--- src/rtl/dma_pkg.sv ---
// ---------------------------------------------------------------------------
// dma_pkg -- shared types and constants for the DMA command scheduler.
//   state_t   : scheduler FSM state encoding
//   SEL_*     : DMA register indices written during programming
//   prog_sel  : maps the programming step (0..4) to the register index, so
//               the start register is always written last
// ---------------------------------------------------------------------------
package dma_pkg;

  typedef enum logic [2:0] {
    ST_IDLE,
    ST_ARB,
    ST_CHECK,
    ST_PROG,
    ST_START_WAIT,
    ST_RUN,
    ST_DONE,
    ST_FAULT
  } state_t;

  localparam logic [2:0] SEL_COLS  = 3'd0;
  localparam logic [2:0] SEL_ROWS  = 3'd1;
  localparam logic [2:0] SEL_SET   = 3'd2;
  localparam logic [2:0] SEL_START = 3'd3;
  localparam logic [2:0] SEL_ADDR  = 3'd4;

  localparam int PROG_WRITES = 5;

  function automatic logic [2:0] prog_sel(input logic [2:0] idx);
    case (idx)
      3'd0:    return SEL_COLS;
      3'd1:    return SEL_ROWS;
      3'd2:    return SEL_SET;
      3'd3:    return SEL_ADDR;
      default: return SEL_START;
    endcase
  endfunction

endpackage

--- src/rtl/dma_cmd_sched_if.sv ---
// ---------------------------------------------------------------------------
// dma_cmd_sched_if -- bundle of the scheduler's requester, DMA register and
// completion signals.
//   master : scheduler view (drives req_ready, dma_*, done_*, fault)
//   slave  : environment view (requesters + DMA engine)
// Per-requester descriptor fields are packed, requester i at
// [i*DATAWIDTH +: DATAWIDTH] (req_set at [2i+1:2i]).
// ---------------------------------------------------------------------------
interface dma_cmd_sched_if #(
  parameter int DATAWIDTH = 8
);
  logic [1:0]             req_valid;
  logic [1:0]             req_ready;
  logic [2*DATAWIDTH-1:0] req_cols;
  logic [2*DATAWIDTH-1:0] req_rows;
  logic [3:0]             req_set;
  logic [2*DATAWIDTH-1:0] req_addr;
  logic                   dma_write;
  logic [2:0]             dma_select;
  logic [DATAWIDTH-1:0]   dma_data;
  logic                   dma_busy;
  logic                   done_valid;
  logic                   done_id;
  logic                   done_err;
  logic                   fault;

  modport master (
    input  req_valid, req_cols, req_rows, req_set, req_addr, dma_busy,
    output req_ready, dma_write, dma_select, dma_data,
           done_valid, done_id, done_err, fault
  );

  modport slave (
    output req_valid, req_cols, req_rows, req_set, req_addr, dma_busy,
    input  req_ready, dma_write, dma_select, dma_data,
           done_valid, done_id, done_err, fault
  );
endinterface

--- src/rtl/dma_cmd_sched_rr_arb2.sv ---
// ---------------------------------------------------------------------------
// rr_arb2 -- two-way round-robin arbiter.
//   clk, rst : clock, asynchronous active-high reset
//   valid    : per-requester request
//   advance  : the current grant is taken; remember it as last winner
//   grant    : one-hot winner (combinational), zero when nobody is valid
// The last-winner pointer resets to 1 so requester 0 wins the first tie.
// ---------------------------------------------------------------------------
module rr_arb2 (
  input  logic       clk,
  input  logic       rst,
  input  logic [1:0] valid,
  input  logic       advance,
  output logic [1:0] grant
);
  logic last_q;

  always_comb begin
    grant = 2'b00;
    case (valid)
      2'b01:   grant = 2'b01;
      2'b10:   grant = 2'b10;
      2'b11:   grant = last_q ? 2'b01 : 2'b10;
      default: grant = 2'b00;
    endcase
  end

  always_ff @(posedge clk or posedge rst) begin
    if (rst) begin
      last_q <= 1'b1;
    end else if (advance && (grant != 2'b00)) begin
      last_q <= grant[1];
    end
  end
endmodule

--- src/rtl/dma_cmd_sched.sv ---
// ---------------------------------------------------------------------------
// dma_cmd_sched -- picks one of two requesters round-robin, validates its
// 2-D descriptor, programs the DMA register file (cols, rows, set, addr,
// then start), supervises the run with a watchdog and reports completion.
//   clk, rst : clock, asynchronous active-high reset
//   bus      : dma_cmd_sched_if.master (requesters, DMA registers, done/fault)
// Params: DATAWIDTH register width, TIMEOUT watchdog limit in cycles.
// All outputs are registered; a watchdog expiry parks the block in FAULT
// until reset.
// ---------------------------------------------------------------------------
module dma_cmd_sched
  import dma_pkg::*;
#(
  parameter int DATAWIDTH = 8,
  parameter int TIMEOUT   = 255
) (
  input logic              clk,
  input logic              rst,
  dma_cmd_sched_if.master  bus
);
  localparam int DW  = DATAWIDTH;
  localparam int PW  = 2 * DW;
  localparam int WDW = $clog2(TIMEOUT + 1);
  // One past the highest addressable location.
  localparam logic [PW:0] ADDR_SPAN = (PW + 1)'(1) << DW;

  state_t         state_q;
  logic [1:0]     req_ready_q;
  logic           dma_write_q;
  logic [2:0]     dma_select_q;
  logic [DW-1:0]  dma_data_q;
  logic           done_valid_q, done_id_q, done_err_q, fault_q;
  logic [DW-1:0]  cols_q, rows_q, addr_q;
  logic [1:0]     set_q;
  logic           gnt_id_q;
  logic [2:0]     prog_idx_q;
  logic [WDW-1:0] wd_q, wd_d;
  logic           busy_q;

  // Unpack the per-requester descriptor fields.
  logic [DW-1:0] cols_arr [0:1];
  logic [DW-1:0] rows_arr [0:1];
  logic [DW-1:0] addr_arr [0:1];
  logic [1:0]    set_arr  [0:1];

  generate
    for (genvar gi = 0; gi < 2; gi++) begin : g_unpack
      assign cols_arr[gi] = bus.req_cols[gi*DW +: DW];
      assign rows_arr[gi] = bus.req_rows[gi*DW +: DW];
      assign addr_arr[gi] = bus.req_addr[gi*DW +: DW];
      assign set_arr[gi]  = bus.req_set[2*gi +: 2];
    end
  endgenerate

  // The winner is chosen on the IDLE->ARB edge so req_ready can be a
  // registered pulse that covers exactly the ARB cycle.
  logic [1:0] grant;
  logic       arb_go;
  assign arb_go = (state_q == ST_IDLE) && (bus.req_valid != 2'b00) &&
                  !bus.dma_busy && !fault_q;

  rr_arb2 u_arb (
    .clk     (clk),
    .rst     (rst),
    .valid   (bus.req_valid),
    .advance (arb_go),
    .grant   (grant)
  );

  // Descriptor validation: the transfer must be non-empty and its last
  // element must still fall inside the DATAWIDTH address space.
  logic [PW-1:0] area;
  logic [PW:0]   end_excl;
  logic          reject;
  assign area     = {{DW{1'b0}}, cols_q} * {{DW{1'b0}}, rows_q};
  assign end_excl = {1'b0, {DW{1'b0}}, addr_q} + {1'b0, area};
  assign reject   = (cols_q == '0) || (rows_q == '0) || (end_excl > ADDR_SPAN);

  // Register write to present on the next cycle of PROG.
  logic [2:0]    nxt_idx, nxt_sel;
  logic [DW-1:0] nxt_data;
  always_comb begin
    nxt_idx  = (state_q == ST_PROG) ? prog_idx_q + 3'd1 : 3'd0;
    nxt_sel  = prog_sel(nxt_idx);
    nxt_data = '0;
    case (nxt_sel)
      SEL_COLS:  nxt_data = cols_q;
      SEL_ROWS:  nxt_data = rows_q;
      SEL_SET:   nxt_data = DW'(set_q);
      SEL_ADDR:  nxt_data = addr_q;
      SEL_START: nxt_data = DW'(1);
      default:   nxt_data = '0;
    endcase
  end

  logic timeout_hit;
  assign wd_d        = wd_q + 1'b1;
  assign timeout_hit = (wd_d == WDW'(TIMEOUT));

  always_ff @(posedge clk or posedge rst) begin
    if (rst) begin
      state_q      <= ST_IDLE;
      req_ready_q  <= '0;
      dma_write_q  <= 1'b0;
      dma_select_q <= '0;
      dma_data_q   <= '0;
      done_valid_q <= 1'b0;
      done_id_q    <= 1'b0;
      done_err_q   <= 1'b0;
      fault_q      <= 1'b0;
      cols_q       <= '0;
      rows_q       <= '0;
      addr_q       <= '0;
      set_q        <= '0;
      gnt_id_q     <= 1'b0;
      prog_idx_q   <= '0;
      wd_q         <= '0;
      busy_q       <= 1'b0;
    end else begin
      // Strobes are single-cycle unless a state re-asserts them.
      req_ready_q  <= '0;
      dma_write_q  <= 1'b0;
      dma_select_q <= '0;
      dma_data_q   <= '0;
      done_valid_q <= 1'b0;
      done_id_q    <= 1'b0;
      done_err_q   <= 1'b0;
      busy_q       <= bus.dma_busy;
      case (state_q)
        ST_IDLE: begin
          if (arb_go) begin
            req_ready_q <= grant;
            gnt_id_q    <= grant[1];
            state_q     <= ST_ARB;
          end
        end
        ST_ARB: begin
          cols_q  <= cols_arr[gnt_id_q];
          rows_q  <= rows_arr[gnt_id_q];
          addr_q  <= addr_arr[gnt_id_q];
          set_q   <= set_arr[gnt_id_q];
          state_q <= ST_CHECK;
        end
        ST_CHECK: begin
          if (reject) begin
            done_valid_q <= 1'b1;
            done_err_q   <= 1'b1;
            done_id_q    <= gnt_id_q;
            state_q      <= ST_DONE;
          end else begin
            prog_idx_q   <= 3'd0;
            dma_write_q  <= 1'b1;
            dma_select_q <= nxt_sel;
            dma_data_q   <= nxt_data;
            state_q      <= ST_PROG;
          end
        end
        ST_PROG: begin
          if (prog_idx_q == 3'(PROG_WRITES - 1)) begin
            wd_q    <= '0;
            state_q <= ST_START_WAIT;
          end else begin
            prog_idx_q   <= nxt_idx;
            dma_write_q  <= 1'b1;
            dma_select_q <= nxt_sel;
            dma_data_q   <= nxt_data;
          end
        end
        ST_START_WAIT, ST_RUN: begin
          wd_q <= wd_d;
          if (timeout_hit) begin
            done_valid_q <= 1'b1;
            done_err_q   <= 1'b1;
            done_id_q    <= gnt_id_q;
            fault_q      <= 1'b1;
            state_q      <= ST_FAULT;
          end else if (state_q == ST_START_WAIT) begin
            if (bus.dma_busy) state_q <= ST_RUN;
          end else if (busy_q && !bus.dma_busy) begin
            // Falling edge of busy is the only completion indication used.
            done_valid_q <= 1'b1;
            done_id_q    <= gnt_id_q;
            state_q      <= ST_DONE;
          end
        end
        ST_DONE:  state_q <= ST_IDLE;
        ST_FAULT: state_q <= ST_FAULT;
        default:  state_q <= ST_IDLE;
      endcase
    end
  end

  assign bus.req_ready  = req_ready_q;
  assign bus.dma_write  = dma_write_q;
  assign bus.dma_select = dma_select_q;
  assign bus.dma_data   = dma_data_q;
  assign bus.done_valid = done_valid_q;
  assign bus.done_id    = done_id_q;
  assign bus.done_err   = done_err_q;
  assign bus.fault      = fault_q;
endmodule

--- src/flat_wrapper.sv ---
// flat-port wrapper written by rule: the top's interface ports become plain ports
module dma_cmd_sched_flat import dma_pkg::*;
#(
  parameter int DATAWIDTH = 8,
  parameter int TIMEOUT   = 255
)
  (clk, rst, bus_req_valid, bus_req_cols, bus_req_rows, bus_req_set, bus_req_addr, bus_dma_busy, bus_req_ready, bus_dma_write, bus_dma_select, bus_dma_data, bus_done_valid, bus_done_id, bus_done_err, bus_fault);
  dma_cmd_sched_if #(.DATAWIDTH(DATAWIDTH)) bus_i ();
  input logic clk;
  input logic rst;
  input wire logic [$bits(bus_i.req_valid)-1:0] bus_req_valid;
  input wire logic [$bits(bus_i.req_cols)-1:0] bus_req_cols;
  input wire logic [$bits(bus_i.req_rows)-1:0] bus_req_rows;
  input wire logic [$bits(bus_i.req_set)-1:0] bus_req_set;
  input wire logic [$bits(bus_i.req_addr)-1:0] bus_req_addr;
  input wire logic [$bits(bus_i.dma_busy)-1:0] bus_dma_busy;
  output wire logic [$bits(bus_i.req_ready)-1:0] bus_req_ready;
  output wire logic [$bits(bus_i.dma_write)-1:0] bus_dma_write;
  output wire logic [$bits(bus_i.dma_select)-1:0] bus_dma_select;
  output wire logic [$bits(bus_i.dma_data)-1:0] bus_dma_data;
  output wire logic [$bits(bus_i.done_valid)-1:0] bus_done_valid;
  output wire logic [$bits(bus_i.done_id)-1:0] bus_done_id;
  output wire logic [$bits(bus_i.done_err)-1:0] bus_done_err;
  output wire logic [$bits(bus_i.fault)-1:0] bus_fault;
  assign bus_i.req_valid = bus_req_valid;
  assign bus_i.req_cols = bus_req_cols;
  assign bus_i.req_rows = bus_req_rows;
  assign bus_i.req_set = bus_req_set;
  assign bus_i.req_addr = bus_req_addr;
  assign bus_i.dma_busy = bus_dma_busy;
  assign bus_req_ready = bus_i.req_ready;
  assign bus_dma_write = bus_i.dma_write;
  assign bus_dma_select = bus_i.dma_select;
  assign bus_dma_data = bus_i.dma_data;
  assign bus_done_valid = bus_i.done_valid;
  assign bus_done_id = bus_i.done_id;
  assign bus_done_err = bus_i.done_err;
  assign bus_fault = bus_i.fault;
  dma_cmd_sched #(.DATAWIDTH(DATAWIDTH), .TIMEOUT(TIMEOUT)) u_core (.clk(clk), .rst(rst), .bus(bus_i));
endmodule
--- config.mk ---
export PLATFORM = sky130hd
export DESIGN_NAME = dma_cmd_sched_flat
export DESIGN_NICKNAME = d
export VERILOG_FILES = /design/src/rtl/dma_pkg.sv /design/src/rtl/dma_cmd_sched_if.sv /design/src/rtl/dma_cmd_sched_rr_arb2.sv /design/src/rtl/dma_cmd_sched.sv /design/src/flat_wrapper.sv
export SDC_FILE = /design/constraint.sdc
export NUM_CORES = 1
export LEC_CHECK = 0
export ABC_AREA = 1
export BUFFER_PORTS_ARGS = -buffer_cell sky130_fd_sc_hd__buf_2
export CORE_ASPECT_RATIO = 0.5
export CORE_MARGIN = 4
export CORE_UTILIZATION = 50
export DETAILED_ROUTE_END_ITERATION = 16
export PLACE_DENSITY = 0.83
export SLEW_MARGIN = 30
export SYNTH_ARGS = -nofsm -noshare
export SYNTH_HDL_FRONTEND = slang
export SYNTH_SLANG_ARGS = --single-unit
export TNS_END_PERCENT = 100
--- constraint.sdc ---
create_clock -name clk -period 4 [get_ports clk]
set_input_delay 1.2 -clock clk [delete_from_list [all_inputs] [get_ports clk]]
set_output_delay 1.2 -clock clk [all_outputs]
set_load 0.03 [all_outputs]
==> results of run 1 <==
==> power breakdown <==
part           switching (mW)  internal [mW]
clock                   0.265          0.532
sequential           0.000124          0.618
combinational          0.0213         0.0204
total                   0.286           1.17
==> path summary, 6_finish.rpt <==
kind	startpoint	end	slack, ps	cells past startpoint
max	u_core.rows_q[5]$_DFFE_PP0P_	u_core.bus.dma_data[6]$_DFF_PP0_	-470	21
min	u_core.u_arb.last_q$_DFFE_PP1P_	u_core.u_arb.last_q$_DFFE_PP1P_	480	2
max reg2reg	u_core.rows_q[5]$_DFFE_PP0P_	u_core.bus.dma_data[6]$_DFF_PP0_	-470	21
min reg2reg	u_core.u_arb.last_q$_DFFE_PP1P_	u_core.u_arb.last_q$_DFFE_PP1P_	480	2
max in group asynchronous	rst	u_core.cols_q[5]$_DFFE_PP0P_	2280	3
min in group asynchronous	rst	u_core.bus.req_ready[0]$_DFF_PP0_	980	2
==> stage by stage <==
stage,util,cells
finish,0.652,1059
detailed placement,0.600,1031
global route,0.652,1059
CTS,0.648,1057
floorplan,-,779
global placement,0.600,1031
==> routing by layer <==
layer  GRT usage  vias to the layer above  wire (µm)  part of all wire
met5           0                        -          0                 0
met4      0.0898                        0        631             0.040
met3      0.0481                       58       1120             0.071
met2       0.419                      223       7730              0.49
met1       0.287                     2613       6450              0.40
li1            -                     2628          -                 -
==> logic make-up (layout without fill, tap and decap cells) <==
logic type	count (synthesis)	after routing	synth area share
AO/OA/AOI/OAI	100	100	0.104
XOR/XNOR	4	4	0.00601
adder cells (fa/ha/maj)	88	88	0.246
buffers and inverters	210	331	0.139
flip-flops	61	61	0.262
AND/OR/NAND/NOR	316	316	0.244
==> registers in the layout, indices dropped and copies added, names as in the netlist, 2 cells and up <==
signal                 flops
u_core.addr_q              8
u_core.bus.dma_data        8
u_core.bus.dma_select      3
u_core.bus.req_ready       2
u_core.cols_q              8
u_core.prog_idx_q          3
u_core.rows_q              8
u_core.set_q               2
u_core.state_q             3
u_core.wd_q                8
==> timing repair <==
| item | in CTS | in global routing |
|---|---|---|
| pin swaps | 21 | 7 |
| setup buffers | 10 | 2 |
| gates resized for setup | 55 | 11 |
| setup endpoints to repair | 17 | 17 |
==> cell type report <==
type | instances | area share
clock inverter | 3 | 0.00583
sequential | 61 | 0.212
multi-input combinational | 508 | 0.510
clock buffer | 13 | 0.0371
inverter | 184 | 0.0959
tap | 159 | 0.0273
timing repair buffer | 131 | 0.112
==> worst min-delay path, delay by kind of cell (launching register included) <==
kind	cells	cell delay [ps]
DFF	1	370
and+or+nand+nor	2	110
==> placed cells by master (no fill, tap or decap), types with 6 or more instances in the layout <==
cell	count
nand4_1	7
buf_2	74
dfrtp_2	13
or2_2	26
nand2_2	22
nor3_1	6
ha_1	39
nor2_2	9
o21ai_0	31
nand3_1	28
nor2_4	7
dfrtp_1	47
a21oi_1	20
inv_2	14
inv_1	167
fa_1	41
nor2_1	32
nand3_2	6
o22ai_1	15
clkbuf_16	9
nand2_1	162
buf_4	52
o211ai_1	26
==> metrics.txt, run 1 <==
crit-path max cell delay between 500 and 600 ps; core area 11200 µm²; CTS root buffer clkbuf_16; Post-DRT Antenna Nets 0; initial drt markers 421; total power 1.46 mW; Post-route DRC 0; final worst-path cycle share 1.12; DP Area 6710 µm²; fmax ~220 MHz; total iterations of the first detailed-routing run 5; maximum root-to-sink buffer count 2; initial antenna violation count 0; CTS Buf Count 9; Syn Inst Count 779; total wire length roughly 16 mm; share of Yosys cell area claimed by the top area cell type 0.258; setup tns final -7570 ps; I/O Buffers 74; Fill cells 831; Layout Cell Area excl Fill 7290 µm²; drt via density 5.21; clock sink count slightly above 60; H-tree depth 3; worst vdd ir 0.275 mV; gpl congestion roughly 0.95; overall routing resource usage 0.237; CTS tree yes; Final Critical Period 4470 ps; most frequent cell after synthesis nand2_1; Final setup viols 17; data arrival time of the worst path 4720 ps; syn nets 924; vias between 5000 and 6000; Top Ports 75; CP required between 4000 and 5000 ps; crit path buf inv count 6; CP max FO 8; Slowest-stage cell, CP fa_1; Initial Util 0.521; first-pass GRT wire length 26.1 mm; max-slew violation count 0; count of different cell masters after synthesis 37; CP top delay family adder cells; Seq/Total Area, Yosys 0.262; Fin Hold WS approximately 480 ps; post-synthesis register bit count 61; commonest cells in the netlist nand2_1, inv_1, dfrtp_1; CP cell instances buf_6, nand2_4, inv_2, fa_1, fa_1, fa_1, inv_2, fa_1, inv_2, ha_4, nand2_2, inv_2, nand2_1, nand3b_4, nand4_1, nand2_2, nor2_4, nand4_4, nand2_4, inv_8, nor2_1; Worst-path clk slew 50 ps; Avg Inst Size Synth 7.48 µm²; GR Overflow Total 0; std cell rows 27; failing checks negative setup slack; RSZ-0062 raised after global routing true; max-cap violation count 0; Worst-Margin Slew about 920 ps; layout cells sized above 1 0.297; clock latency on the worst-skew pair 330 ps; number of synthesized flops with an enable pin 0; pre-CTS WS -514 ps; WS Path Type flop to flop; Hold Vio Cnt, Final 0; Worst slew margin 0.388; Synth area leader dfrtp_1; Synth Cell Area 5830 µm²; Die ar. 13500 µm²; Detail Placement HPWL ~12 mm; synth warn 0; Setup WS post-layout -474 ps; # nets final 1040; status complete, but fails checks; worst clock skew 6.52 ps; Worst setup SP type flop; vias in the first global route 5549; Syn-to-layout area delta 25.1%; Horiz. Die Dim about 160 µm; Seq. cell area 1540 µm²; Static Leak 4.12 nW; nature of the critical path endpoint flop; Main synth FF type dfrtp_1; largest net degree at the start of global routing 43; Min-Delay Path Class flop to flop; hold buffers post-CTS 0; top cells by area, synth dfrtp_1, fa_1, nand2_1; Post-synth ARST share 1.00; pwr dens 200 nW/µm²; diodes inserted 0; area of the multi-input gates 3720 µm²; WL/cell 15.0 µm; Die Height 84.3 µm
Power figures use the tool's default switching activity.
==> run 2: changes to the inputs <==
Settings changed: CORE_ASPECT_RATIO 0.5 to 0.6.
==> run 2 against run 1 <==
The flow still finishes with violations (negative setup slack). Critical path depth grew 1. Non-clock buffer count up 5. Maximum frequency grew 0.26%. Routed wire length increased by 2.2%. Critical path type unchanged. Highest routed layer unchanged.
==> metrics.txt, run 2 (same netlist as run 1, synthesis figures left out) <==
Syn-to-layout area delta 26.5%; crit-path max cell delay 560 ps; CP max FO 8; pwr dens about 190 nW/µm²; Worst slew margin 0.510; Setup WS post-layout -462 ps; first-pass GRT wire length 26.4 mm; total iterations of the first detailed-routing run 5; Seq pwr share 0.448; Final setup viols 17; Worst-Margin Slew roughly 730 ps; Worst setup SP type flop; WL/cell 15.3 µm; H-tree depth 3; vias 5545; Top Ports 75; Max Used Layer met4; CTS root buffer clkbuf_16; Layout Cell Area excl Fill ~7400 µm²; overall routing resource usage 0.244; Final Critical Period 4460 ps; CTS Buf Count 9; Net Sw Frac 0.200; wire length on met2 ~6.8 mm; gpl congestion 0.963; DP Area 6730 µm²; worst clock skew 7.53 ps; final worst-path cycle share 1.12; CP most frequent cell nand2_2; CP cell instances nand2_2, inv_1, fa_1, fa_1, fa_1, inv_1, fa_1, inv_2, ha_4, nand2_4, inv_2, a21oi_2, nand2_2, nand2_2, nand2_1, nand2_2, nand2_2, nor2_4, nand4_4, nand2_4, inv_8, nor2_2; vias in the first global route between 5000 and 6000; clock latency on the worst-skew pair 320 ps; Hold Vio Cnt, Final 0; initial drt markers approximately 580; Sw Pwr 0.276 mW; Slowest-stage cell, CP fa_1; clock sink count 61; Post-route DRC 0; # nets final between 1000 and 1500; core area 11300 µm²; total power 1.38 mW; Initial Util 0.514; status complete, but fails checks; CP required around 4300 ps; data arrival time of the worst path 4720 ps; Post-DRT Antenna Nets 0; maximum root-to-sink buffer count 2; Die ar. 13500 µm²; total wire length roughly 16 mm; Gate power share 0.030; max-cap violation count 0; commonest non-fill, non-tap cell in the layout inv_1; Min-Delay Path Class flop to flop; Clock power frac 0.522; Die Height 91.6 µm; layout cells sized above 1 0.315; WS Path Type flop to flop; initial antenna violation count 0; worst vdd ir 0.244 mV; nature of the critical path endpoint flop; std cell rows 30; RSZ-0062 raised after global routing true; Int Pwr 1.10 mW; Worst-path clk slew about 50 ps; drt via density 5.21; met3 WL post-DR between 1.5 and 2 mm; Horiz. Die Dim 147 µm; failing checks negative setup slack; max-slew violation count 0; met1 WL 7.55 mm; largest net degree at the start of global routing 39; GR Overflow Total 0; commonest cells after routing, fill and taps aside inv_1, nand2_1, buf_2; Static Leak a little over 4 nW; fmax 224 MHz; I/O Buffers 74; CTS tree yes; Detail Placement HPWL between 10 and 15 mm
run 2: worst paths after layout:
kind	start	endpoint	slack [ps]	depth (start not counted)
worst min register to register	u_core.u_arb.last_q$_DFFE_PP1P_	u_core.u_arb.last_q$_DFFE_PP1P_	480	2
min in group asynchronous	rst	u_core.bus.dma_data[4]$_DFF_PP0_	890	2
worst max-delay path	u_core.cols_q[2]$_DFFE_PP0P_	u_core.bus.dma_data[7]$_DFF_PP0_	-460	22
worst min-delay path	u_core.u_arb.last_q$_DFFE_PP1P_	u_core.u_arb.last_q$_DFFE_PP1P_	480	2
worst max register to register	u_core.cols_q[2]$_DFFE_PP0P_	u_core.bus.dma_data[7]$_DFF_PP0_	-460	22
max in group asynchronous	rst	u_core.cols_q[4]$_DFFE_PP0P_	2220	3
run 2: cell type report:
cell class	count	area, µm²
clock inverter	1	5.00
clock buffer	14	274
tap	160	200
antenna	1	2.50
fill	928	3960
sequential	61	1540
timing repair buffer	136	860
multi-input combinational	508	3790
inverter	184	698
run 2: what timing repair did:
item,4_1_cts,5_1_grt
resized for setup,51,28
setup endpoints to repair,17,17
setup buffers,8,7
hold buffers,0,0
pin swaps,35,25
hold endpoints to repair,0,0
run 2: worst max-delay path: cells and delay by family, from the launching register on:
family	cells	cell delay (ps)
AO/OA/AOI/OAI	1	150
adder cells (fa/ha/maj)	5	2250
buffers and inverters	5	260
flip-flops	1	500
AND/OR/NAND/NOR	11	1230
run 2: metal layers:
layer / global-route usage / vias up
met1: 0.371 / 2592
met3: 0.0701 / 27
met4: 0.0457 / 0
li1: - / 2639
met2: 0.348 / 287
met5: 0 / -
run 2: power groups by stage:
| stage | combinational [mW] | sequential (mW) | clock [mW] |
|---|---|---|---|
| CTS | 0.0419 | 0.619 | 0.722 |
| detailed placement | 0.0419 | 0.629 | 0 |
| global placement | 0.0405 | 0.629 | 0 |
| global route | 0.0469 | 0.618 | 0.759 |
| floorplan | 0.0106 | 0.629 | 0 |
| finish | 0.0409 | 0.619 | 0.720 |
run 2: per-stage QoR:
step                      hold WS (ps)  TNS (ps)   util  setup WS [ps]  cells
after floorplan                    448      -102      -          -12.8    779
after global placement             461     -7640  0.594           -468   1034
after detailed placement           463     -8860  0.594           -556   1034
after CTS                          478     -5040  0.637           -327   1057
after global routing               522     -9990  0.650           -627   1064
final                              480     -7210  0.650           -462   1065
